--- config.mk ---
export PLATFORM = sky130hd
export DESIGN_NAME = fpu_issue_sequencer_flat
export DESIGN_NICKNAME = d
export VERILOG_FILES = /design/src/rtl/fpu_issue_sequencer_pkg.sv /design/src/rtl/fpu_issue_sequencer_if.sv /design/src/rtl/fpu_issue_sequencer_watchdog.sv /design/src/rtl/fpu_issue_sequencer.sv /design/src/flat_wrapper.sv
export SDC_FILE = /design/constraint.sdc
export NUM_CORES = 1
export LEC_CHECK = 0
export CORE_MARGIN = 2
export CORE_UTILIZATION = 25
export CTS_CLUSTER_SIZE = 30
export DETAILED_ROUTE_END_ITERATION = 10
export REMOVE_ABC_BUFFERS = 1
export SYNTH_ARGS = -nofsm -noshare
export SYNTH_HDL_FRONTEND = slang
export SYNTH_HIERARCHICAL = 1
export SYNTH_SLANG_ARGS = --single-unit
--- constraint.sdc ---
create_clock -name clk -period 3.33 [get_ports clk]
set_input_delay 0.4995 -clock clk [delete_from_list [all_inputs] [get_ports clk]]
set_output_delay 0.4995 -clock clk [all_outputs]
set_load 0.05 [all_outputs]
--- src/rtl/fpu_issue_sequencer_pkg.sv ---
// Shared FPU opcode constants, sequencer state type and captured-instruction record.
// Used by the control unit, the ALU and the FPU issue sequencer.
package fpu_issue_sequencer_pkg;

    localparam logic [3:0] FPU_NOP           = 4'd0;
    localparam logic [3:0] FPU_ADD           = 4'd1;
    localparam logic [3:0] FPU_SUB           = 4'd2;
    localparam logic [3:0] FPU_MULT          = 4'd3;
    localparam logic [3:0] FPU_DIV           = 4'd4;
    localparam logic [3:0] FPU_SQRT          = 4'd5;
    localparam logic [3:0] FPU_ABS           = 4'd6;
    localparam logic [3:0] FPU_NEG           = 4'd7;
    localparam logic [3:0] FPU_CVT           = 4'd8;
    localparam logic [3:0] FPU_CMP           = 4'd9;
    localparam logic [3:0] FPU_MOVE_TO_FLOAT = 4'd10;

    typedef enum logic [2:0] {
        SEQ_IDLE      = 3'd0,
        SEQ_LAUNCH    = 3'd1,
        SEQ_WAIT      = 3'd2,
        SEQ_WRITEBACK = 3'd3,
        SEQ_ERROR     = 3'd4
    } seq_state_e;

    typedef struct packed {
        logic [3:0]  op;
        logic [31:0] a;
        logic [31:0] b;
        logic [4:0]  dest;
        logic        fp_we;
    } fpu_instr_t;

    // Register moves in either direction skip the FPU datapath.
    function automatic logic is_bypass(logic [3:0] op);
        return op == FPU_MOVE_TO_FLOAT;
    endfunction

endpackage

--- src/rtl/fpu_issue_sequencer_if.sv ---
// Decode / FPU / register-file bundle of the FPU issue sequencer.
// slave = the sequencer's view, master = the surrounding pipeline's view.
interface fpu_issue_sequencer_if;
    logic        issue;
    logic        FPUorALU;
    logic        FloatingPointWriteEnable;
    logic [3:0]  FPUOpcode;
    logic [31:0] op_a;
    logic [31:0] op_b;
    logic [4:0]  dest_addr;
    logic        stall;
    logic        fpu_start;
    logic [3:0]  fpu_op;
    logic [31:0] fpu_a;
    logic [31:0] fpu_b;
    logic        fpu_done;
    logic [31:0] fpu_result;
    logic        fp_we;
    logic        int_we;
    logic [4:0]  wb_addr;
    logic [31:0] wb_data;
    logic        fpu_error;

    modport slave (
        input  issue, FPUorALU, FloatingPointWriteEnable, FPUOpcode, op_a, op_b, dest_addr,
        input  fpu_done, fpu_result,
        output stall, fpu_start, fpu_op, fpu_a, fpu_b,
        output fp_we, int_we, wb_addr, wb_data, fpu_error
    );

    modport master (
        output issue, FPUorALU, FloatingPointWriteEnable, FPUOpcode, op_a, op_b, dest_addr,
        output fpu_done, fpu_result,
        input  stall, fpu_start, fpu_op, fpu_a, fpu_b,
        input  fp_we, int_we, wb_addr, wb_data, fpu_error
    );
endinterface

--- src/rtl/fpu_issue_sequencer_watchdog.sv ---
// Saturating WAIT-cycle counter; expired flags the last permitted WAIT cycle.
module fpu_watchdog #(
    parameter int TIMEOUT_CYCLES = 64
) (
    input  logic clk,
    input  logic rst_b,
    input  logic clr,
    input  logic en,
    output logic expired
);
    localparam int CW = $clog2(TIMEOUT_CYCLES + 1);
    localparam logic [CW-1:0] LAST = CW'(TIMEOUT_CYCLES - 1);
    localparam logic [CW-1:0] MAX  = '1;

    logic [CW-1:0] cnt_q, cnt_d;

    always_comb begin
        cnt_d = cnt_q;
        if (clr)
            cnt_d = '0;
        else if (en && cnt_q != MAX)
            cnt_d = cnt_q + 1'b1;
    end

    always_ff @(posedge clk or negedge rst_b) begin
        if (!rst_b) cnt_q <= '0;
        else        cnt_q <= cnt_d;
    end

    assign expired = (cnt_q == LAST);
endmodule

--- src/rtl/fpu_issue_sequencer.sv ---
// Captures an FPU instruction from decode, launches the iterative FPU, stalls
// the pipeline until the result is back and writes it to the FP or int regfile.
module fpu_issue_sequencer
    import fpu_issue_sequencer_pkg::*;
#(
    parameter int TIMEOUT_CYCLES = 64
) (
    input  logic                  clk,
    input  logic                  rst_b,
    fpu_issue_sequencer_if.slave  bus
);
    seq_state_e  state_q, state_d;
    fpu_instr_t  instr_q, instr_d;
    logic [31:0] wb_data_q, wb_data_d;
    logic        fpu_start_q, fpu_start_d;
    logic        fp_we_q, fp_we_d;
    logic        int_we_q, int_we_d;
    logic        fpu_error_q, fpu_error_d;
    logic        capture, expired;

    assign capture = bus.issue & bus.FPUorALU;

    fpu_watchdog #(.TIMEOUT_CYCLES(TIMEOUT_CYCLES)) u_watchdog (
        .clk     (clk),
        .rst_b   (rst_b),
        .clr     (state_q == SEQ_LAUNCH),
        .en      (state_q == SEQ_WAIT && !bus.fpu_done),
        .expired (expired)
    );

    always_ff @(posedge clk or negedge rst_b) begin
        if (!rst_b) state_q <= SEQ_IDLE;
        else        state_q <= state_d;
    end

    always_comb begin
        state_d = state_q;
        case (state_q)
            SEQ_IDLE:      if (capture) state_d = is_bypass(bus.FPUOpcode) ? SEQ_WRITEBACK : SEQ_LAUNCH;
            SEQ_LAUNCH:    state_d = SEQ_WAIT;
            SEQ_WAIT:      if (bus.fpu_done) state_d = SEQ_WRITEBACK;
                           else if (expired) state_d = SEQ_ERROR;
            SEQ_WRITEBACK: state_d = SEQ_IDLE;
            SEQ_ERROR:     state_d = SEQ_ERROR;
            default:       state_d = SEQ_IDLE;
        endcase
    end

    // Strobes are decoded from the next state so they are registered one-cycle pulses.
    always_comb begin
        instr_d   = instr_q;
        wb_data_d = wb_data_q;
        if (state_q == SEQ_IDLE && capture) begin
            instr_d.op    = bus.FPUOpcode;
            instr_d.a     = bus.op_a;
            instr_d.b     = bus.op_b;
            instr_d.dest  = bus.dest_addr;
            instr_d.fp_we = bus.FloatingPointWriteEnable;
            if (is_bypass(bus.FPUOpcode))
                wb_data_d = bus.op_a;
        end
        if (state_q == SEQ_WAIT && bus.fpu_done)
            wb_data_d = bus.fpu_result;
        fpu_start_d = (state_d == SEQ_LAUNCH);
        fp_we_d     = (state_d == SEQ_WRITEBACK) &  instr_d.fp_we;
        int_we_d    = (state_d == SEQ_WRITEBACK) & ~instr_d.fp_we;
        fpu_error_d = (state_d == SEQ_ERROR);
    end

    always_ff @(posedge clk or negedge rst_b) begin
        if (!rst_b) begin
            instr_q     <= '0;
            wb_data_q   <= '0;
            fpu_start_q <= 1'b0;
            fp_we_q     <= 1'b0;
            int_we_q    <= 1'b0;
            fpu_error_q <= 1'b0;
        end else begin
            instr_q     <= instr_d;
            wb_data_q   <= wb_data_d;
            fpu_start_q <= fpu_start_d;
            fp_we_q     <= fp_we_d;
            int_we_q    <= int_we_d;
            fpu_error_q <= fpu_error_d;
        end
    end

    // Gated by reset so the pipeline is released the moment reset asserts.
    assign bus.stall = rst_b & ((state_q == SEQ_IDLE && capture) || state_q == SEQ_LAUNCH ||
                                state_q == SEQ_WAIT || state_q == SEQ_ERROR);

    assign bus.fpu_start = fpu_start_q;
    assign bus.fpu_op    = instr_q.op;
    assign bus.fpu_a     = instr_q.a;
    assign bus.fpu_b     = instr_q.b;
    assign bus.fp_we     = fp_we_q;
    assign bus.int_we    = int_we_q;
    assign bus.wb_addr   = instr_q.dest;
    assign bus.wb_data   = wb_data_q;
    assign bus.fpu_error = fpu_error_q;
endmodule

--- src/flat_wrapper.sv ---
// flat-port wrapper written by rule: the top's interface ports become plain ports
module fpu_issue_sequencer_flat import fpu_issue_sequencer_pkg::*;
#(
    parameter int TIMEOUT_CYCLES = 64
)
  (clk, rst_b, bus_issue, bus_FPUorALU, bus_FloatingPointWriteEnable, bus_FPUOpcode, bus_op_a, bus_op_b, bus_dest_addr, bus_fpu_done, bus_fpu_result, bus_stall, bus_fpu_start, bus_fpu_op, bus_fpu_a, bus_fpu_b, bus_fp_we, bus_int_we, bus_wb_addr, bus_wb_data, bus_fpu_error);
  fpu_issue_sequencer_if bus_i ();
  input  logic clk;
  input  logic rst_b;
  input wire logic [$bits(bus_i.issue)-1:0] bus_issue;
  input wire logic [$bits(bus_i.FPUorALU)-1:0] bus_FPUorALU;
  input wire logic [$bits(bus_i.FloatingPointWriteEnable)-1:0] bus_FloatingPointWriteEnable;
  input wire logic [$bits(bus_i.FPUOpcode)-1:0] bus_FPUOpcode;
  input wire logic [$bits(bus_i.op_a)-1:0] bus_op_a;
  input wire logic [$bits(bus_i.op_b)-1:0] bus_op_b;
  input wire logic [$bits(bus_i.dest_addr)-1:0] bus_dest_addr;
  input wire logic [$bits(bus_i.fpu_done)-1:0] bus_fpu_done;
  input wire logic [$bits(bus_i.fpu_result)-1:0] bus_fpu_result;
  output wire logic [$bits(bus_i.stall)-1:0] bus_stall;
  output wire logic [$bits(bus_i.fpu_start)-1:0] bus_fpu_start;
  output wire logic [$bits(bus_i.fpu_op)-1:0] bus_fpu_op;
  output wire logic [$bits(bus_i.fpu_a)-1:0] bus_fpu_a;
  output wire logic [$bits(bus_i.fpu_b)-1:0] bus_fpu_b;
  output wire logic [$bits(bus_i.fp_we)-1:0] bus_fp_we;
  output wire logic [$bits(bus_i.int_we)-1:0] bus_int_we;
  output wire logic [$bits(bus_i.wb_addr)-1:0] bus_wb_addr;
  output wire logic [$bits(bus_i.wb_data)-1:0] bus_wb_data;
  output wire logic [$bits(bus_i.fpu_error)-1:0] bus_fpu_error;
  assign bus_i.issue = bus_issue;
  assign bus_i.FPUorALU = bus_FPUorALU;
  assign bus_i.FloatingPointWriteEnable = bus_FloatingPointWriteEnable;
  assign bus_i.FPUOpcode = bus_FPUOpcode;
  assign bus_i.op_a = bus_op_a;
  assign bus_i.op_b = bus_op_b;
  assign bus_i.dest_addr = bus_dest_addr;
  assign bus_i.fpu_done = bus_fpu_done;
  assign bus_i.fpu_result = bus_fpu_result;
  assign bus_stall = bus_i.stall;
  assign bus_fpu_start = bus_i.fpu_start;
  assign bus_fpu_op = bus_i.fpu_op;
  assign bus_fpu_a = bus_i.fpu_a;
  assign bus_fpu_b = bus_i.fpu_b;
  assign bus_fp_we = bus_i.fp_we;
  assign bus_int_we = bus_i.int_we;
  assign bus_wb_addr = bus_i.wb_addr;
  assign bus_wb_data = bus_i.wb_data;
  assign bus_fpu_error = bus_i.fpu_error;
  fpu_issue_sequencer #(.TIMEOUT_CYCLES(TIMEOUT_CYCLES)) u_core (.clk(clk), .rst_b(rst_b), .bus(bus_i));
endmodule
==> run metrics, run 1 <==
FF+latch count, synth=120; fraction of the cycle the final worst path needs=76.77%; data required time at the worst endpoint=2830 ps; part of the power in the clock network=19.7%; Placeable Area=22430 µm²; top post-synthesis cells by count=120 x sky130_fd_sc_hd__dfrtp_1, 75 x sky130_fd_sc_hd__buf_4, 67 x sky130_fd_sc_hd__mux2_2; starting density of the core=25.30%; post-cts repair resize count=0; final setup vio count=0; data arrival time of the critical path=2060 ps; async set-or-reset flop fraction in the synthesized netlist=100.0%; via count of the first global-routing pass=4261; Crit path largest cell delay=800 ps; DR vias/cell=4.481; number of instances in the synthesized netlist=471; share of power burned in registers=26.4%; share of the yosys chip area belonging to registers=52.90%; maximum number of pins on one net before global-route repair=67; Buf+Inv Stages, Crit Path=2; kind of end point of the critical path=output port; Port Buf Inserts=220; beginning of the critical path=bus_issue; non-filler cells, final=919; Yosys top cell area share=52.90%; buffer levels on the longest clock path=2; fraction of layout instances using a drive strength above 1=22.24%; die outline height=154.7 µm; Top-Level Pins=221; reg2reg start=u_core/state_q[1]; count of routing violations after the opening detailed-route iteration=195; cell with the largest stage delay on the worst path=sky130_fd_sc_hd__clkdlybuf4s50_1; total grt overflow=0; Clk pin slew, worst setup/hold paths=60 ps; share of total power in combinational logic=53.9%; Setup Total Neg Slack=0 ps; routed len/inst=16.94 µm; post-synth cell types=40; most frequently used cell type in the post-synthesis netlist=sky130_fd_sc_hd__dfrtp_1; full die area=23930 µm²; final setup slack of the worst path=773.6 ps; 1st-pass router iterations=4; leading post-synthesis cells by cell area=sky130_fd_sc_hd__dfrtp_1 53%, sky130_fd_sc_hd__mux2_2 13%, sky130_fd_sc_hd__buf_4 9.9%, sky130_fd_sc_hd__nand4_1 2.9%, sky130_fd_sc_hd__nand2_1 2.2%; EDFF count, synth=0; final hold violations=0; Post-synth top flop=sky130_fd_sc_hd__dfrtp_1; global-route usage over all layers=13.22%; per-instance average area after synthesis=12.05 µm²; count of fill cells added during filler insertion=2204; maximum operating frequency=0.3912 GHz; yosys synthesis warning count=6; CTS root buf=sky130_fd_sc_hd__clkbuf_16; leakage power of the design=3.317 nW; count of unresolved DRC violations after routing=0; chain of cells forming the critical path=clkdlybuf4s50_1, nand2_2, a21boi_0, buf_12; TritonCTS clock tree=done; vias after detailed routing=4118; number of levels the H-tree was split into=4; RePlAce Congestion=0.7356; number of antenna violations at the first check in global routing=0; Setup Skew=7.587 ps; std cell rows=55; VDD IR max=0.5521 mV; Slew headroom=41.67%; count of nets after finishing=733; setup slack at placement=458.0 ps; clock period minus final worst setup slack=2556 ps; diodes inserted=0; Power Dens Cells=1146 nW/µm²; transition time of the tightest slew-check pin=874.9 ps; global-route wire length before repair=24550 µm; number of max-capacitance violations reported=0; placed wire-length estimate after detailed placement=10730 µm; final number of max-transition violations=0; antenna-violating nets left=0; maximum fanout encountered on the critical timing path=12; Final Routed Wirelength=15570 µm; die width=154.7 µm; layout overhead on the synthesized area=46.29%; net switching share of the total power=45.50%; post-synth top area cell=sky130_fd_sc_hd__dfrtp_1; RSZ-0062 raised after global routing=no; kind of cell adding the most delay to the critical path=buffers and inverters; classification of the worst-slack hold path=in -> async; instance count after placement with tap cells included=886; total internal power=0.005185 W; launching element type of the critical path=primary input; worst-skew pair later-pin latency=410 ps; sw power=0.004329 W; number of clock sinks=120; number of clock buffers inserted by TritonCTS=17; status=completed; combined area of all synthesized cells=5677 µm²; Setup Crit Path Kind=in -> out
==> through the flow <==
stage	area (µm²)	hold slack, ps	util [%]	total power [W]
after floorplan	4981	203.9	-	0.005808
after global placement	7697	317.0	34.31	0.007662
after detailed placement	7697	316.4	34.31	0.007697
after CTS	8304	419.7	37.02	0.009631
after global routing	8304	431.9	37.02	0.009968
final	8304	463.7	37.02	0.009514
==> final timing paths <==
kind	to	slack (ps)	cells after the start
max	bus_stall	770	4
max in group asynchronous	u_core/bus.fpu_b[11]	1800	3
min reg2reg	u_core/bus.int_we	480	1
max reg2reg	u_core/bus.wb_data[2]	1160	4
min in group clk	u_core/bus.int_we	480	1
min	u_core/bus.fpu_op[1]	460	2
==> final cells by class <==
cell class | instances | area (µm²) | share of cell area, %
Sequential cell | 120 | 3003 | 36.16
Multi-Input combinational cell | 247 | 2023 | 24.36
Timing Repair Buffer | 235 | 2325 | 27.99
Tap cell | 285 | 356.6 | 4.294
Clock inverter | 12 | 140.1 | 1.688
Clock buffer | 20 | 456.7 | 5.499
==> metal layers <==
metal	up-vias	wire [µm]	track usage (%)
li1	1916	-	-
met1	2054	6888	17.15
met2	140	7466	21.09
met5	-	0	0
met4	0	104	2.910
met3	8	1106	4.959
==> cell families after synthesis <==
family | share of synthesized area [%]
XOR/XNOR | 0.1543
adder cells (fa/ha/maj) | 0.2204
AO/OA/AOI/OAI | 8.640
flip-flops | 52.90
buffers and inverters | 12.25
multiplexers | 15.58
AND/OR/NAND/NOR | 10.25
==> cells in the final DEF (no fill, tap or decap), drive strengths merged, types with 2 or more instances in the layout <==
master and count:
clkinvlp 3, buf 16, nand4 26, clkinv 3, nor2b 3, nand3 2
nor4bb 2, and3 3, o211ai 15, a21oi 6, nand4bb 3, a31oi 12
dfrtp 120, o31ai 12, clkbuf 20, a211oi 3, mux2 75, clkdlybuf4s50 218
o21ai 3, nand2 33, nor2 17, nand2b 10, o221a 6, inv 4
nor3b 2, a21boi 4, bufinv 2
==> timing repair <==
| item | CTS | global route |
|---|---|---|
| hold buffers | 1 | 0 |
| buffers inserted | 0 | 0 |
| endpoints found under the setup margin | 0 | 0 |
| endpoints found under the hold margin | 3 | 0 |
==> power by group through the flow <==
stage	clock network [W]	logic (W)	registers, W
2_1_floorplan	0	0.00100	0.00480
3_3_place_gp	0	0.00514	0.00253
3_5_place_dp	0	0.00516	0.00253
4_1_cts	0.00194	0.00518	0.00252
5_1_grt	0.00201	0.00535	0.00261
6_report	0.00187	0.00513	0.00251
==> registers in the layout (all words and copies together), names as in the netlist <==
signal	count
u_core/bus.wb_data	32
u_core/bus.int_we	1
u_core/instr_q	1
u_core/bus.fpu_op	4
u_core/bus.fpu_b	32
u_core/bus.fpu_start	1
u_core/bus.fp_we	1
u_core/bus.fpu_error	1
u_core/bus.wb_addr	5
u_core/state_q	3
u_core/bus.fpu_a	32
u_core/u_watchdog/cnt_q	7
==> worst reg2reg max path: cells and delay by family (launching register included) <==
family	cells	cell delay, ps
simple gates	2	770
flops	1	520
compound gates	1	410
buf+inv	1	350
No activity file was read; power rests on OpenSTA's default activity.
==> run 2, diff against run 1 <==
Clock period 3.33 ns to 2.2 ns, I/O delays scaled along.
==> run 2 against run 1 <==
Effect of this change: count of clock-buffer cells in the layout is the same; non-clock buffer count grew 13; clock power grew 51%; sequential power grew 51%; wire length grew 1.8%; via count grew 2.3%; global-route usage grew 0.22 points; cell count grew 1.5%; clock skew is essentially flat; sequential share of layout area shrank 0.67 points; largest cell class unchanged; highest routed layer unchanged.
==> run metrics, run 2 (synthesized netlist as in run 1, its figures left out) <==
status=completed; count of routing violations after the opening detailed-route iteration=166 (-15%); maximum fanout encountered on the critical timing path=4 (-8); number of antenna violations at the first check in global routing=1 (+1); Top-Level Pins=221 (unchanged); via count of the first global-routing pass=4366 (+2.5%); postcts setup bufs=0 (unchanged); layout overhead on the synthesized area=49.13%; Power Dens Cells=1717 nW/µm² (+50%); placed wire-length estimate after detailed placement=11180 µm (+4.2%); kind of end point of the critical path=output port; Setup Skew=7.349 ps (-0.2373 ps); Setup Crit Path Kind=reg -> out; CTS root buf=sky130_fd_sc_hd__clkbuf_16; final number of max-transition violations=0 (unchanged); leakage power of the design=3.403 nW (+2.6%); total grt overflow=0 (unchanged); final hold violations=0 (unchanged); transition time of the tightest slew-check pin=672.2 ps (-202.7 ps); routed len/inst=16.99 µm (+0.30%); post-cts repair resize count=0 (unchanged); RSZ-0062 raised after global routing=no; fraction of layout instances using a drive strength above 1=23.96% (+1.7 points); Clk pin slew, worst setup/hold paths=60 ps (about the same); finished layout cell area=8466 µm² (+1.9%); worst-skew pair later-pin latency=400 ps (about the same); die width=154.7 µm (unchanged); die outline height=154.7 µm (unchanged); hold slack=59.42 ps (-404.3 ps); starting density of the core=25.30% (unchanged); leading cell types in the layout, fill and taps excluded=218 x sky130_fd_sc_hd__clkdlybuf4s50_1, 119 x sky130_fd_sc_hd__dfrtp_1, 67 x sky130_fd_sc_hd__mux2_2; 1st-pass router iterations=4 (unchanged); post-cts hold buffer count=0 (-1); classification of the worst-slack hold path=in -> async; buffer levels on the longest clock path=2 (unchanged); antenna-violating nets left=0 (unchanged); maximum number of pins on one net before global-route repair=121 (+81%); number of clock sinks=120 (unchanged); post-placement cell area=7865 µm² (+2.2%); number of clock buffers inserted by TritonCTS=17 (unchanged); Placeable Area=22430 µm² (unchanged); commonest non-fill, non-tap cell in the layout=sky130_fd_sc_hd__clkdlybuf4s50_1; vias after detailed routing=4211 (+2.3%); full die area=23930 µm² (unchanged); cell with the largest stage delay on the worst path=sky130_fd_sc_hd__dfrtp_1; TritonCTS clock tree=done; Crit path largest cell delay=440 ps (-360 ps); global-route wire length before repair=24950 µm (+1.6%); number of levels the H-tree was split into=4 (unchanged); chain of cells forming the critical path=nor4b_4, nand2_2, a21boi_1, buf_4, buf_12; global-route usage over all layers=13.44% (+0.22 points); RePlAce Congestion=0.7463 (+1.5%); count of fill cells added during filler insertion=2175 (-1.3%); Final Routed Wirelength=15850 µm (+1.8%); count of nets after finishing=746 (+1.8%); final setup vio count=0 (unchanged); maximum operating frequency=0.4895 GHz; DR vias/cell=4.513 (+0.72%); data arrival time of the critical path=1710 ps (-350 ps); Slew headroom=55.19% (+14 points); count of unresolved DRC violations after routing=0 (unchanged); number of max-capacitance violations reported=0 (unchanged); clock period minus final worst setup slack=2043 ps; data required time at the worst endpoint=1870 ps (-960 ps); VDD IR max=0.8155 mV (+48%); launching element type of the critical path=flop; fraction of the cycle the final worst path needs=92.86%; Port Buf Inserts=220 (unchanged); std cell rows=55 (unchanged)
-- run 2: cell types whose count changed in the layout (fill, tap and decap cells not counted), sizes merged --
cell,delta
buf,+14
clkinv,+2
diode,+1
inv,-3
dlygate4sd3,-1
bufinv,+1
-- run 2: worst max-delay path: cells and delay by family, from the launching register on --
family	cells	cell delay [ps]
AND/OR/NAND/NOR	2	450
flip-flops	1	440
buffers and inverters	2	270
AO/OA/AOI/OAI	1	150
-- run 2: final timing paths --
check	startpoint	depth (start not counted)	endpoint	slack, ps
worst max-delay path	u_core/state_q[0]	5	bus_stall	160
worst min-delay path	rst_b	2	u_core/bus.wb_data[23]	60
worst max register to register	u_core/state_q[2]	4	u_core/bus.fpu_b[27]	480
worst min register to register	u_core/instr_q[0]	1	u_core/bus.int_we	480
max in group asynchronous	rst_b	2	u_core/bus.fpu_b[6]	1640
min in group clk	u_core/instr_q[0]	1	u_core/bus.int_we	480
-- run 2: final cells by class --
class | instances | area, µm² | area share, %
Antenna cell | 1 | 2.502 | 0.02956
Clock buffer | 20 | 446.7 | 5.276
Tap cell | 285 | 356.6 | 4.212
Multi-Input combinational cell | 247 | 2023 | 23.90
Sequential cell | 120 | 3004 | 35.49
Timing Repair Buffer | 248 | 2482 | 29.32
Clock inverter | 12 | 150.1 | 1.774
-- run 2: metal layers --
metal  up-vias  global-route usage (%)  routed length, µm
met5         -                       0                  0
met2       143                   21.19               7312
met1      2116                   17.47               7333
met4         0                   4.233                206
met3        13                   4.483                997
li1       1939                       -                  -
-- run 2: per-stage QoR --
step	TNS (ps)	cells	power, W	utilization (%)	setup WS (ps)
floorplan	-104230	367	0.008791	-	-2043
global placement	0	900	0.01172	35.06	184.2
detailed placement	0	900	0.01179	35.06	132.8
CTS	0	932	0.01472	37.72	50.36
global route	0	933	0.01523	37.74	12.88
finish	0	933	0.01453	37.74	157.1
-- run 2: where the power goes --
part	switching, W	internal [W]	leakage [nW]
logic	0.00495	0.00296	1.68
registers	0.000551	0.00324	1.44
clock network	0.00102	0.00181	0.286
==> run 3, diff against run 2 <==
Settings changed: CORE_UTILIZATION 25 to 40, PLACE_DENSITY set to 0.77.
==> run 3 against run 2 <==
Effect of this change: maximum frequency fell by 2.8%; clock power decreased by 2%; register-to-register slack worse by 190 ps; utilization is 22 points higher; critical path depth is the same; sequential power barely moved; combinational power about the same; wire length down 7.7%; first-iteration DRC count down 27%; largest power group unchanged.
==> run metrics, run 3 (synthesized netlist as in run 1, its figures left out) <==
count of unresolved DRC violations after routing=0 (unchanged); Final Routed Wirelength=14640 µm (-7.7%); CTS root buf=sky130_fd_sc_hd__clkbuf_16; cell with the largest stage delay on the worst path=sky130_fd_sc_hd__dfrtp_2; reg2reg end=u_core/u_watchdog/cnt_q[4]; final hold violations=0 (unchanged); VDD IR max=0.8820 mV (+8.2%); total internal power=0.008021 W (about the same); count of routing violations after the opening detailed-route iteration=122 (-27%); RePlAce Congestion=0.7721 (+3.5%); vias after detailed routing=4218 (+0.17%); commonest non-fill, non-tap cell in the layout=sky130_fd_sc_hd__clkdlybuf4s50_1; full die area=15160 µm² (-37%); post-placement cell area=7644 µm² (-2.8%); number of cells on the worst reg-to-reg path=6 (+2); maximum number of pins on one net before global-route repair=121 (unchanged); Setup Crit Path Kind=reg -> out; DR vias/cell=5.119 (+13%); classification of the worst-slack hold path=in -> async; die width=123.1 µm (-20%); clock period minus final worst setup slack=2101 ps (+58.55 ps); net switching share of the total power=44.65% (-0.19 points); number of max-capacitance violations reported=0 (unchanged); placed wire-length estimate after detailed placement=10760 µm (-3.8%); Placeable Area=13880 µm² (-38%); Port Buf Inserts=220 (unchanged); instance count after placement with tap cells included=788 (-12%); non-filler cells, final=824 (-12%); share of power burned in registers=26.3% (+0.2 points); Top-Level Pins=221 (unchanged); part of the power in the clock network=19.2% (-0.3 points); routed len/inst=17.76 µm (+4.5%); buffer levels on the longest clock path=2 (unchanged); kind of end point of the critical path=output port; end-of-flow core utilization=59.71% (+22 points); reg2reg start=u_core/state_q[1]; fraction of layout instances using a drive strength above 1=24.07% (+0.11 points); maximum fanout encountered on the critical timing path=7 (+3); final setup slack of the worst path=98.50 ps (-58.55 ps); leakage power of the design=3.378 nW (-0.75%); via count of the first global-routing pass=4468 (+2.3%); launching element type of the critical path=flop; 1st-pass router iterations=4 (unchanged); Power Dens Cells=1749 nW/µm² (+1.9%); Clk pin slew, worst setup/hold paths=60 ps (about the same); post-cts hold buffer count=0 (unchanged); status=completed; share of total power in combinational logic=54.5% (about the same); Slew headroom=55.88% (+0.69 points); die outline height=123.1 µm (-20%); data required time at the worst endpoint=1870 ps (about the same); finished layout cell area=8288 µm² (-2.1%); setup slack of the most critical reg-to-reg path=290 ps (-190 ps); chain of cells forming the critical path=nor4b_4, nand2_2, a21boi_0, buf_4, buf_12; final setup vio count=0 (unchanged); starting density of the core=40.90% (+16 points); TritonCTS clock tree=done; number of levels the H-tree was split into=4 (unchanged); transition time of the tightest slew-check pin=661.9 ps (-10.34 ps); diodes inserted=0 (-1); Setup Skew=6.570 ps (-0.7797 ps); final number of max-transition violations=0 (unchanged); setup slack at placement=79.11 ps (-53.72 ps); global-route usage over all layers=19.79% (+6.3 points); antenna-violating nets left=0 (unchanged); number of clock buffers inserted by TritonCTS=17 (unchanged); leading cell types in the layout, fill and taps excluded=218 x sky130_fd_sc_hd__clkdlybuf4s50_1, 118 x sky130_fd_sc_hd__dfrtp_1, 67 x sky130_fd_sc_hd__mux2_2; worst-skew pair later-pin latency=400 ps (about the same); number of clock sinks=120 (unchanged); std cell rows=43 (-22%); layout overhead on the synthesized area=46.00%; count of nets after finishing=743 (-0.40%); total grt overflow=0 (unchanged); data arrival time of the critical path=1770 ps (+60 ps); RSZ-0062 raised after global routing=no; maximum operating frequency=0.4759 GHz (-2.8%); number of antenna violations at the first check in global routing=0 (-1); fraction of the cycle the final worst path needs=95.52% (+2.7 points); Crit path largest cell delay=470 ps (+30 ps); global-route wire length before repair=22870 µm (-8.3%); sw power=0.006471 W (-0.71%)
[run 3: how the worst max path moves through the flow]
stage	from	endpoint	slack [ps]	cells after the start
after floorplan	u_core/state_q[0]	bus_stall	-2040	3
after global placement	bus_FPUOpcode[3]	u_core/bus.wb_data[3]	70	4
after CTS	u_core/state_q[1]	bus_stall	40	5
after global routing	u_core/state_q[1]	bus_stall	20	5
final	u_core/state_q[1]	bus_stall	100	5
after detailed placement	bus_FPUOpcode[3]	u_core/bus.wb_data[3]	80	4
[run 3: power by group through the flow]
stage                     logic (W)  registers, W  clock network (W)
after detailed placement    0.00789       0.00386                  0
after CTS                   0.00792       0.00383            0.00285
after floorplan             0.00152       0.00727                  0
after global placement      0.00779       0.00379                  0
final                       0.00790       0.00381            0.00278
after global routing        0.00827       0.00395            0.00295
[run 3: per-layer routing]
layer,vias up,track usage (%),wire [µm]
met4,0,8.452,327
met1,2061,22.40,5699
met3,30,5.996,1291
li1,1942,-,-
met2,185,34.48,7318
met5,-,0,0
[run 3: repair_timing]
| item | in CTS | in global routing |
|---|---|---|
| resized for setup | 2 | 0 |
| pin swaps | 1 | 0 |
| endpoints found under the setup margin | 1 | 1 |
| setup buffers | 1 | 3 |
[run 3: metrics by stage]
| step | hold WS (ps) | setup TNS, ps | power [W] |
|---|---|---|---|
| detailed placement | 480.2 | 0 | 0.01174 |
| finish | 28.80 | 0 | 0.01449 |
| floorplan | 34.41 | -104230 | 0.008791 |
| global placement | 464.0 | 0 | 0.01158 |
| global route | 130.4 | 0 | 0.01518 |
| CTS | 97.98 | 0 | 0.01459 |
[run 3: critical path, delay by kind of cell, from the launching register on]
family | cells | cell delay, ps
AO/OA/AOI/OAI | 1 | 170
buffers and inverters | 2 | 280
flip-flops | 1 | 470
AND/OR/NAND/NOR | 2 | 450
[run 3: cell type report]
class / count / area [µm²]
fillers: 1114 / 5593
flip-flops and latches: 120 / 3005
repair buffers: 245 / 2422
multi-input cells: 247 / 2023
clock buffers: 22 / 494.2
well taps: 180 / 225.2
clock inverters: 10 / 117.6
